### config.mk
export PLATFORM = sky130hd
export DESIGN_NAME = spi_slave_rx_tx
export DESIGN_NICKNAME = d
export VERILOG_FILES = /design/src/rtl/spi_slave_rx_tx.sv
export SDC_FILE = /design/constraint.sdc
export NUM_CORES = 1
export LEC_CHECK = 0
export BUFFER_PORTS_ARGS = -buffer_cell sky130_fd_sc_hd__clkbuf_2
export CAP_MARGIN = 20
export CORE_MARGIN = 10
export CORE_UTILIZATION = 51
export CTS_BUF_LIST = sky130_fd_sc_hd__clkbuf_16
export DETAILED_ROUTE_END_ITERATION = 8
export PLACE_DENSITY = 0.81
export SETUP_SLACK_MARGIN = 0.4
export SLEW_MARGIN = 20
export SYNTH_ARGS = -nofsm -noshare
export SYNTH_HDL_FRONTEND = slang
export SYNTH_SLANG_ARGS = --single-unit
export TNS_END_PERCENT = 1
### constraint.sdc
create_clock -name clk -period 2.22 [get_ports clk]
set_input_delay 0.111 -clock clk [delete_from_list [all_inputs] [get_ports clk]]
set_output_delay 0.111 -clock clk [all_outputs]
set_load 0.01 [all_outputs]
### src/rtl/spi_slave_rx_tx.sv
// Byte-oriented SPI slave, all four CPOL/CPHA modes, LSB-first in both directions.
// Pins are oversampled on clk; a one-entry buffer feeds transmit bytes for streaming bursts.
module spi_slave_rx_tx (
    input  logic       clk,
    input  logic       rst,
    input  logic [1:0] mode,
    input  logic       s_SCK,
    input  logic       s_SS,
    input  logic       s_MOSI,
    output logic       s_MISO,
    input  logic [7:0] tx_data,
    input  logic       tx_valid,
    output logic       tx_ready,
    output logic [7:0] rx_data,
    output logic       rx_valid,
    output logic       tx_underrun,
    output logic       busy
);

    typedef enum logic [1:0] {
        IDLE       = 2'd0,
        LOAD       = 2'd1,
        SHIFT      = 2'd2,
        WAIT_DESEL = 2'd3
    } state_t;

    state_t state, state_next;

    logic sck_s1, sck_s2, sck_h;
    logic ss_s1, ss_s2, ss_h;
    logic mosi_s1, mosi_s2;

    logic       sck_rise, sck_fall, ss_fall, ss_rise;
    logic       lead_edge, trail_edge;
    logic [1:0] mode_q;
    logic       first_byte;
    logic       udr_pend;
    logic [7:0] tx_buf;
    logic       buf_full;
    logic       write;
    logic [7:0] tx_shift;
    logic [7:0] rx_shift;
    logic [7:0] rx_next;
    logic [2:0] bit_cnt;

    logic latch_mode, load_go, sample_go, drive_go, byte_done, udr_fire;

    // Select flops reset to the "selected" level so a low s_SS at reset release
    // never looks like a fresh fall; the FSM parks in WAIT_DESEL instead.
    always_ff @(posedge clk) begin
        if (rst) begin
            sck_s1  <= 1'b0;
            sck_s2  <= 1'b0;
            sck_h   <= 1'b0;
            ss_s1   <= 1'b0;
            ss_s2   <= 1'b0;
            ss_h    <= 1'b0;
            mosi_s1 <= 1'b0;
            mosi_s2 <= 1'b0;
        end else begin
            sck_s1  <= s_SCK;
            sck_s2  <= sck_s1;
            sck_h   <= sck_s2;
            ss_s1   <= s_SS;
            ss_s2   <= ss_s1;
            ss_h    <= ss_s2;
            mosi_s1 <= s_MOSI;
            mosi_s2 <= mosi_s1;
        end
    end

    assign sck_rise   = sck_s2 & ~sck_h;
    assign sck_fall   = ~sck_s2 & sck_h;
    assign ss_fall    = ~ss_s2 & ss_h;
    assign ss_rise    = ss_s2 & ~ss_h;
    assign lead_edge  = mode_q[1] ? sck_fall : sck_rise;
    assign trail_edge = mode_q[1] ? sck_rise : sck_fall;
    assign rx_next    = {mosi_s2, rx_shift[7:1]};

    assign write    = tx_valid & ~buf_full;
    assign tx_ready = ~buf_full;
    assign busy     = (state == LOAD) || (state == SHIFT);

    always_ff @(posedge clk) begin
        if (rst) begin
            state <= IDLE;
        end else begin
            state <= state_next;
        end
    end

    always_comb begin
        state_next = state;
        latch_mode = 1'b0;
        load_go    = 1'b0;
        sample_go  = 1'b0;
        drive_go   = 1'b0;
        byte_done  = 1'b0;
        udr_fire   = 1'b0;
        case (state)
            IDLE: begin
                if (ss_fall) begin
                    latch_mode = 1'b1;
                    state_next = LOAD;
                end else if (!ss_s2) begin
                    state_next = WAIT_DESEL;
                end
            end
            LOAD: begin
                if (ss_rise) begin
                    state_next = IDLE;
                end else begin
                    load_go    = 1'b1;
                    state_next = SHIFT;
                end
            end
            SHIFT: begin
                if (ss_rise) begin
                    state_next = IDLE;
                end else begin
                    // CPHA=0: the trailing edge left over from the previous byte's
                    // last sample arrives with bit_cnt==0 and must not shift.
                    if (!mode_q[0]) begin
                        sample_go = lead_edge;
                        drive_go  = trail_edge && (bit_cnt != 3'd0);
                    end else begin
                        drive_go  = lead_edge;
                        sample_go = trail_edge;
                    end
                    udr_fire = udr_pend && lead_edge;
                    if (sample_go && (bit_cnt == 3'd7)) begin
                        byte_done  = 1'b1;
                        state_next = LOAD;
                    end
                end
            end
            WAIT_DESEL: begin
                if (ss_s2) begin
                    state_next = IDLE;
                end
            end
            default: state_next = IDLE;
        endcase
    end

    // Underrun on the first byte pulses at select; on later bytes of a burst it is
    // held until the byte really starts, so the LOAD after a burst's final byte is silent.
    always_ff @(posedge clk) begin
        if (rst) begin
            mode_q      <= 2'd0;
            first_byte  <= 1'b0;
            udr_pend    <= 1'b0;
            tx_buf      <= 8'h00;
            buf_full    <= 1'b0;
            tx_shift    <= 8'h00;
            rx_shift    <= 8'h00;
            bit_cnt     <= 3'd0;
            rx_data     <= 8'h00;
            rx_valid    <= 1'b0;
            tx_underrun <= 1'b0;
            s_MISO      <= 1'b0;
        end else begin
            rx_valid    <= 1'b0;
            tx_underrun <= 1'b0;

            if (latch_mode) begin
                mode_q     <= mode;
                first_byte <= 1'b1;
            end

            if (write) begin
                tx_buf <= tx_data;
            end
            if (load_go) begin
                buf_full <= write;
            end else if (write) begin
                buf_full <= 1'b1;
            end

            if (load_go) begin
                tx_shift <= buf_full ? tx_buf : 8'h00;
                bit_cnt  <= 3'd0;
                if (!buf_full) begin
                    if (first_byte) begin
                        tx_underrun <= 1'b1;
                    end else begin
                        udr_pend <= 1'b1;
                    end
                end
                if (!mode_q[0]) begin
                    s_MISO <= buf_full ? tx_buf[0] : 1'b0;
                end
            end

            if (udr_fire) begin
                tx_underrun <= 1'b1;
                udr_pend    <= 1'b0;
            end

            if (drive_go) begin
                s_MISO   <= mode_q[0] ? tx_shift[0] : tx_shift[1];
                tx_shift <= {1'b0, tx_shift[7:1]};
            end

            if (sample_go) begin
                rx_shift <= rx_next;
                bit_cnt  <= bit_cnt + 3'd1;
            end

            if (byte_done) begin
                rx_data    <= rx_next;
                rx_valid   <= 1'b1;
                first_byte <= 1'b0;
            end

            if ((state_next == IDLE) || (state_next == WAIT_DESEL)) begin
                s_MISO   <= 1'b0;
                udr_pend <= 1'b0;
                bit_cnt  <= 3'd0;
            end
        end
    end

endmodule

Yosys cells after proc, flatten, opt, wreduce, memory -nomap -nowiden
Cells that the tools add are included.

word-level totals
  bits in registers = 53
  latch bits = 0
  bits in writable memories = 0
  ROM bits = 0
  output and inout bits = 13
  memories kept = 0

cells by class
  $add $sub $neg = 1
  $mul = 0
  divide/modulo/power cells = 0
  $lt $le $gt $ge = 0
  equality and inequality tests = 6
  shift-type cells = 0
  multiplexer cells = 43
  bitwise logic cells = 11
  reductions and logical operators = 17

operators by type and width
  kind                   count
  $mux W1                31
  $mux W7                2
  $mux W2                6
  $mux W8                1
  $pmux W2 S4            1
  $eq A2 B2 Y1 const B   3
  $mux W3                2
  $not A1 Y1             6
  $reduce_bool A2 Y1     3
  $reduce_or A2 Y1       3
  $and A1 B1 Y1          5
  $logic_not A2 Y1       2
  $add A3 B1 Y3 const B  1
  $eq A3 B3 Y1 const B   1
  $logic_and A1 B1 Y1    3
  $reduce_and A3 Y1      1
  $reduce_bool A3 Y1     1
  $reduce_or A3 Y1       1
  $eq A2 B1 Y1 const B   1
  $logic_or A1 B1 Y1     2
  $ne A2 B1 Y1 const B   1
  $reduce_and A2 Y1      1

Logic depth before layout (Yosys ltp)
  depth after elaboration = 13
  gate-level depth with buffers = 8

Least setup slack after synthesis
Ideal clock, no wire load.

  path type = flip-flop to flip-flop
  from = register state[1]
  to = register bit_cnt[0]
  library setup time = 0.124 ns
  arrival = 1.957 ns
  data required time = 2.096 ns
  path slack = 0.138 ns
  stages on the path, launching flop included = 8
  period minus slack after synthesis = 2.082 ns
  cell sequence = dfxtp_1 -> inv_1 -> ha_1 -> o31a_1 -> o221ai_1 -> mux2_4 -> a211oi_4 -> nor2_1

between the ends
  longest elaborated chain between the ends = 6
  elaborated cells between the ends (all ways) = 18
  those cells by class = eq/ne (4); mux (9); reduce/logical (5)

ends and longest elaborated chain
  item                                                     line      text
  from (decl)                                              27        state_t state, state_next;
  from (signal assigned)                                   88        state <= state_next;
  $mux W2 (on tied branches)                               131, 105
  $mux W2 (on tied branches)                               118, 102
  $pmux W2 S4                                              100       case (state)
  $eq A2 B2 Y1 / $logic_not A2 Y1 (equally long branches)  216       if ((state_next == IDLE) || (state_next == WAIT_DESEL)) begin
  $logic_or A1 B1 Y1                                       216
  $reduce_or A2 Y1 (no line)                               -
  to (signal assigned)                                     207       bit_cnt <= bit_cnt + 3'd1;
  to (decl)                                                44        logic [2:0] bit_cnt;

Several ways; a longest one is shown, not always the timed one.
A chain may end at the register's enable or synchronous reset.

Worst setup path after layout
  from = register bit_cnt[1]
  to = register udr_pend

between the ends
  longest elaborated chain between the ends = 8
  elaborated cells between the ends (all ways) = 9
  those cells by class = eq/ne (2); mux (3); reduce/logical (4)

ends and longest elaborated chain
  item                                                     line  text
  $eq A3 B3 Y1 (*)                                         131   if (sample_go && (bit_cnt == 3'd7)) begin
  $logic_and A1 B1 Y1 (*)                                  131
  $mux W2 (*)                                              131
  $mux W2 (*)                                              118   if (ss_rise) begin
  $pmux W2 S4 (*)                                          100
  $eq A2 B2 Y1 / $logic_not A2 Y1 (equally long branches)  216
  $logic_or A1 B1 Y1 (*)                                   216
  $reduce_or A3 Y1 (no line) (*)                           -
  to (signal assigned)                                     152   udr_pend <= 1'b0;
  to (signal assigned)                                     197   udr_pend <= 1'b0;
  to (signal assigned)                                     218   udr_pend <= 1'b0;
  to (decl)                                                37    logic udr_pend;

Mark *: on every way between the ends. The rest lies on a longest branch, timed or not.

==> reports/summary.txt <==
global-route wire length before repair -> 8560 um
hold wc startpoint -> s_MOSI
dpl hpwl -> 3370 um
cts hold-fix bufs -> 0
Hold Crit Class -> in2reg
Setup CP Type -> reg2reg
Final TNS setup -> 0 ns
Slowest cell on crit path -> dfxtp_2
Die Y -> 87.9 um
Cell Rows -> 24
min Tclk post-route -> 2.00 ns
initial antenna violation count -> 0
final worst path period share -> 90.2%
most frequent cells in the layout -> nand2_1 (53), dfxtp_1 (48), nor2_1 (31)
fin nets -> 328
Worst-path clk slew -> 0.06 ns
Area Growth Syn to Fin -> 19.1%
unrepaired setup endpoints after global routing -> yes
Worst Path Max Fanout -> 5
drt initial violations -> 136
Pwr Density -> 745 mW/mm^2
final wirelength -> 5030 um
CTS max path bufs -> 2
Worst-Skew Late Latency -> 0.29 ns
worst path arrival time -> 2.17 ns
GPL Wtd Cong -> 0.823
FF+latch count, synth -> 52
slew margin rel. -> 59.7%
synthesized area -> 0.00235 sq mm
critical path cell sequence -> ha_4 -> ha_4 -> and4bb_2 -> mux2_4 -> mux2_4 -> a211oi_4 -> nor2_1
P_leak -> 1.08 nW
register area share after synthesis -> 44.2%
CORE AREA -> 0.00441 sq mm
Via Count -> 1922
Netlist cell types -> 42
WL per Instance -> 14.1 um
outcome -> complete, no violations
WP data required -> 2.38 ns
endpoints failing hold -> 0
grt ovf -> 0
port bufs -> 28
worst clock skew -> 0.00489 ns
total design power -> 2.09 mW
GRT Resource Usage Total -> 13.6%
Syn Inst Count -> 272
vias in the first global route -> 1872
Max stage delay on crit path -> 0.34 ns
Peak VDD IR -> 0.622 mV
Final setup viols -> 0
total CTS buffers -> 5
Sink Count -> 52
drt first pass iters -> 4
Die X -> 87.9 um
Worst-Margin Slew -> 0.603 ns
Initial Utilization -> 53.3%
io pins -> 29
htree depth -> 2
Max Freq -> 499 MHz
CTS Root Cell -> clkbuf_16
Via-to-Cell Ratio -> 5.38
largest net degree at the start of global routing -> 28
Total Die Area -> 0.00773 sq mm
Avg Synthesized Cell Area -> 8.65 sq um
yosys warns -> 0
Setup crit start -> bit_cnt[1]
Final Max Tran Viols -> 0
Diodes inserted -> 0
Worst setup EP type -> register
r2r startpoint -> bit_cnt[1]
CP Launch Type -> register
CTS tree -> done
commonest non-fill, non-tap cell in the layout -> nand2_1
DRC viols -> 0
layout cell share with drive strength beyond 1 -> 23.6%
max_cap viols -> 0
Final ANT Viol Nets -> 0
net count after synthesis -> 296
-- power by group --
part	leakage [nW]	switching, mW	total [mW]	internal (mW)
registers	0.424	0.0334	0.998	0.965
logic	0.581	0.200	0.357	0.157
clock network	0.0710	0.323	0.733	0.410
-- routing by layer --
| layer | up-vias | track usage (%) | share of wire [%] |
|---|---|---|---|
| met5 | - | 0 | 0 |
| met4 | 0 | 6.81 | 2.8 |
| met3 | 16 | 4.27 | 4.9 |
| met2 | 54 | 21.9 | 48 |
| met1 | 868 | 16.0 | 44 |
| li1 | 984 | - | - |
-- kinds of logic after synthesis --
logic type      Yosys count  synth area share (%)
flops                    52                  44.2
simple gates            119                  23.3
xor+xnor                  1                 0.372
fa+ha+maj                 8                  4.25
buf+inv                  21                  4.04
compound gates           48                  12.9
mux                      23                  10.8
-- Yosys cell counts, drive strengths merged --
cell type	number	area share, %
nand2	53	8.5
dfxtp	52	44
nor2	32	5.1
a21oi	25	5.3
mux2i	19	8.6
nor2b	12	3.2
o21ai	10	2.1
clkbuf	9	1.4
nand3	9	1.9
ha	8	4.3
inv	7	1.1
buf	5	1.5
mux2	4	2.2
nand2b	4	1.4
a211oi	2	1.4
a32oi	2	0.74
and4bb	2	1.1
a21boi	1	0.32
a221oi	1	0.37
a31oi	1	0.27
and2	1	0.32
and4b	1	0.43
nand3b	1	0.32
nor3	1	0.21
nor4	1	0.27
o2111ai	1	0.64
o21a	1	0.32
o221ai	1	0.37
o31a	1	0.37
o31ai	1	0.32
o41ai	1	0.37
or2b	1	0.32
or3b	1	0.37
xnor2	1	0.37
-- worst paths after layout --
check	end	slack, ns	cells past startpoint
worst max register to register	udr_pend	0.22	7
worst max-delay path	udr_pend	0.22	7
worst min register to register	mosi_s2	0.44	1
worst min-delay path	mosi_s1	0.03	2
-- worst max-delay path: cells and delay by family (launching register included) --
family,cells,cell delay [ns]
flip-flops,1,0.34
AND/OR/NAND/NOR,2,0.31
multiplexers,2,0.58
adder cells (fa/ha/maj),2,0.31
AO/OA/AOI/OAI,1,0.34
-- area by class of cell --
type / instances / area [sq um]
Sequential cell: 52 / 1050
Clock buffer: 5 / 125
Inverter: 7 / 31.3
Timing Repair Buffer: 39 / 223
Clock inverter: 3 / 13.8
Tap cell: 52 / 65.1
Fill cell: 342 / 1610
Multi-Input combinational cell: 199 / 1300
-- per-stage QoR --
step	hold slack (ns)	worst slack (ns)	utilization [%]	area [sq um]	std cells
after floorplan	0.239	0.343	-	2400	272
after global placement	0.325	0.247	58.3	2570	343
after detailed placement	0.329	0.174	58.3	2570	343
after CTS	0.0352	0.245	63.4	2800	357
after global routing	0.0354	0.107	63.5	2800	357
final	0.0345	0.217	63.5	2800	357
-- flip-flops by register name, indices dropped and copies added (netlist names), 2 cells and up --
| signal | count |
|---|---|
| state | 2 |
| tx_shift | 8 |
| rx_shift | 7 |
| rx_data | 8 |
| bit_cnt | 3 |
| mode_q | 2 |
| tx_buf | 8 |
-- repair_timing --
action,4_1_cts,5_1_grt
cloned,0,0
setup endpoints to repair,12,21
gates resized for setup,6,3
buffers inserted,6,0
pin swaps,4,2
Power figures use the tool's default switching activity.
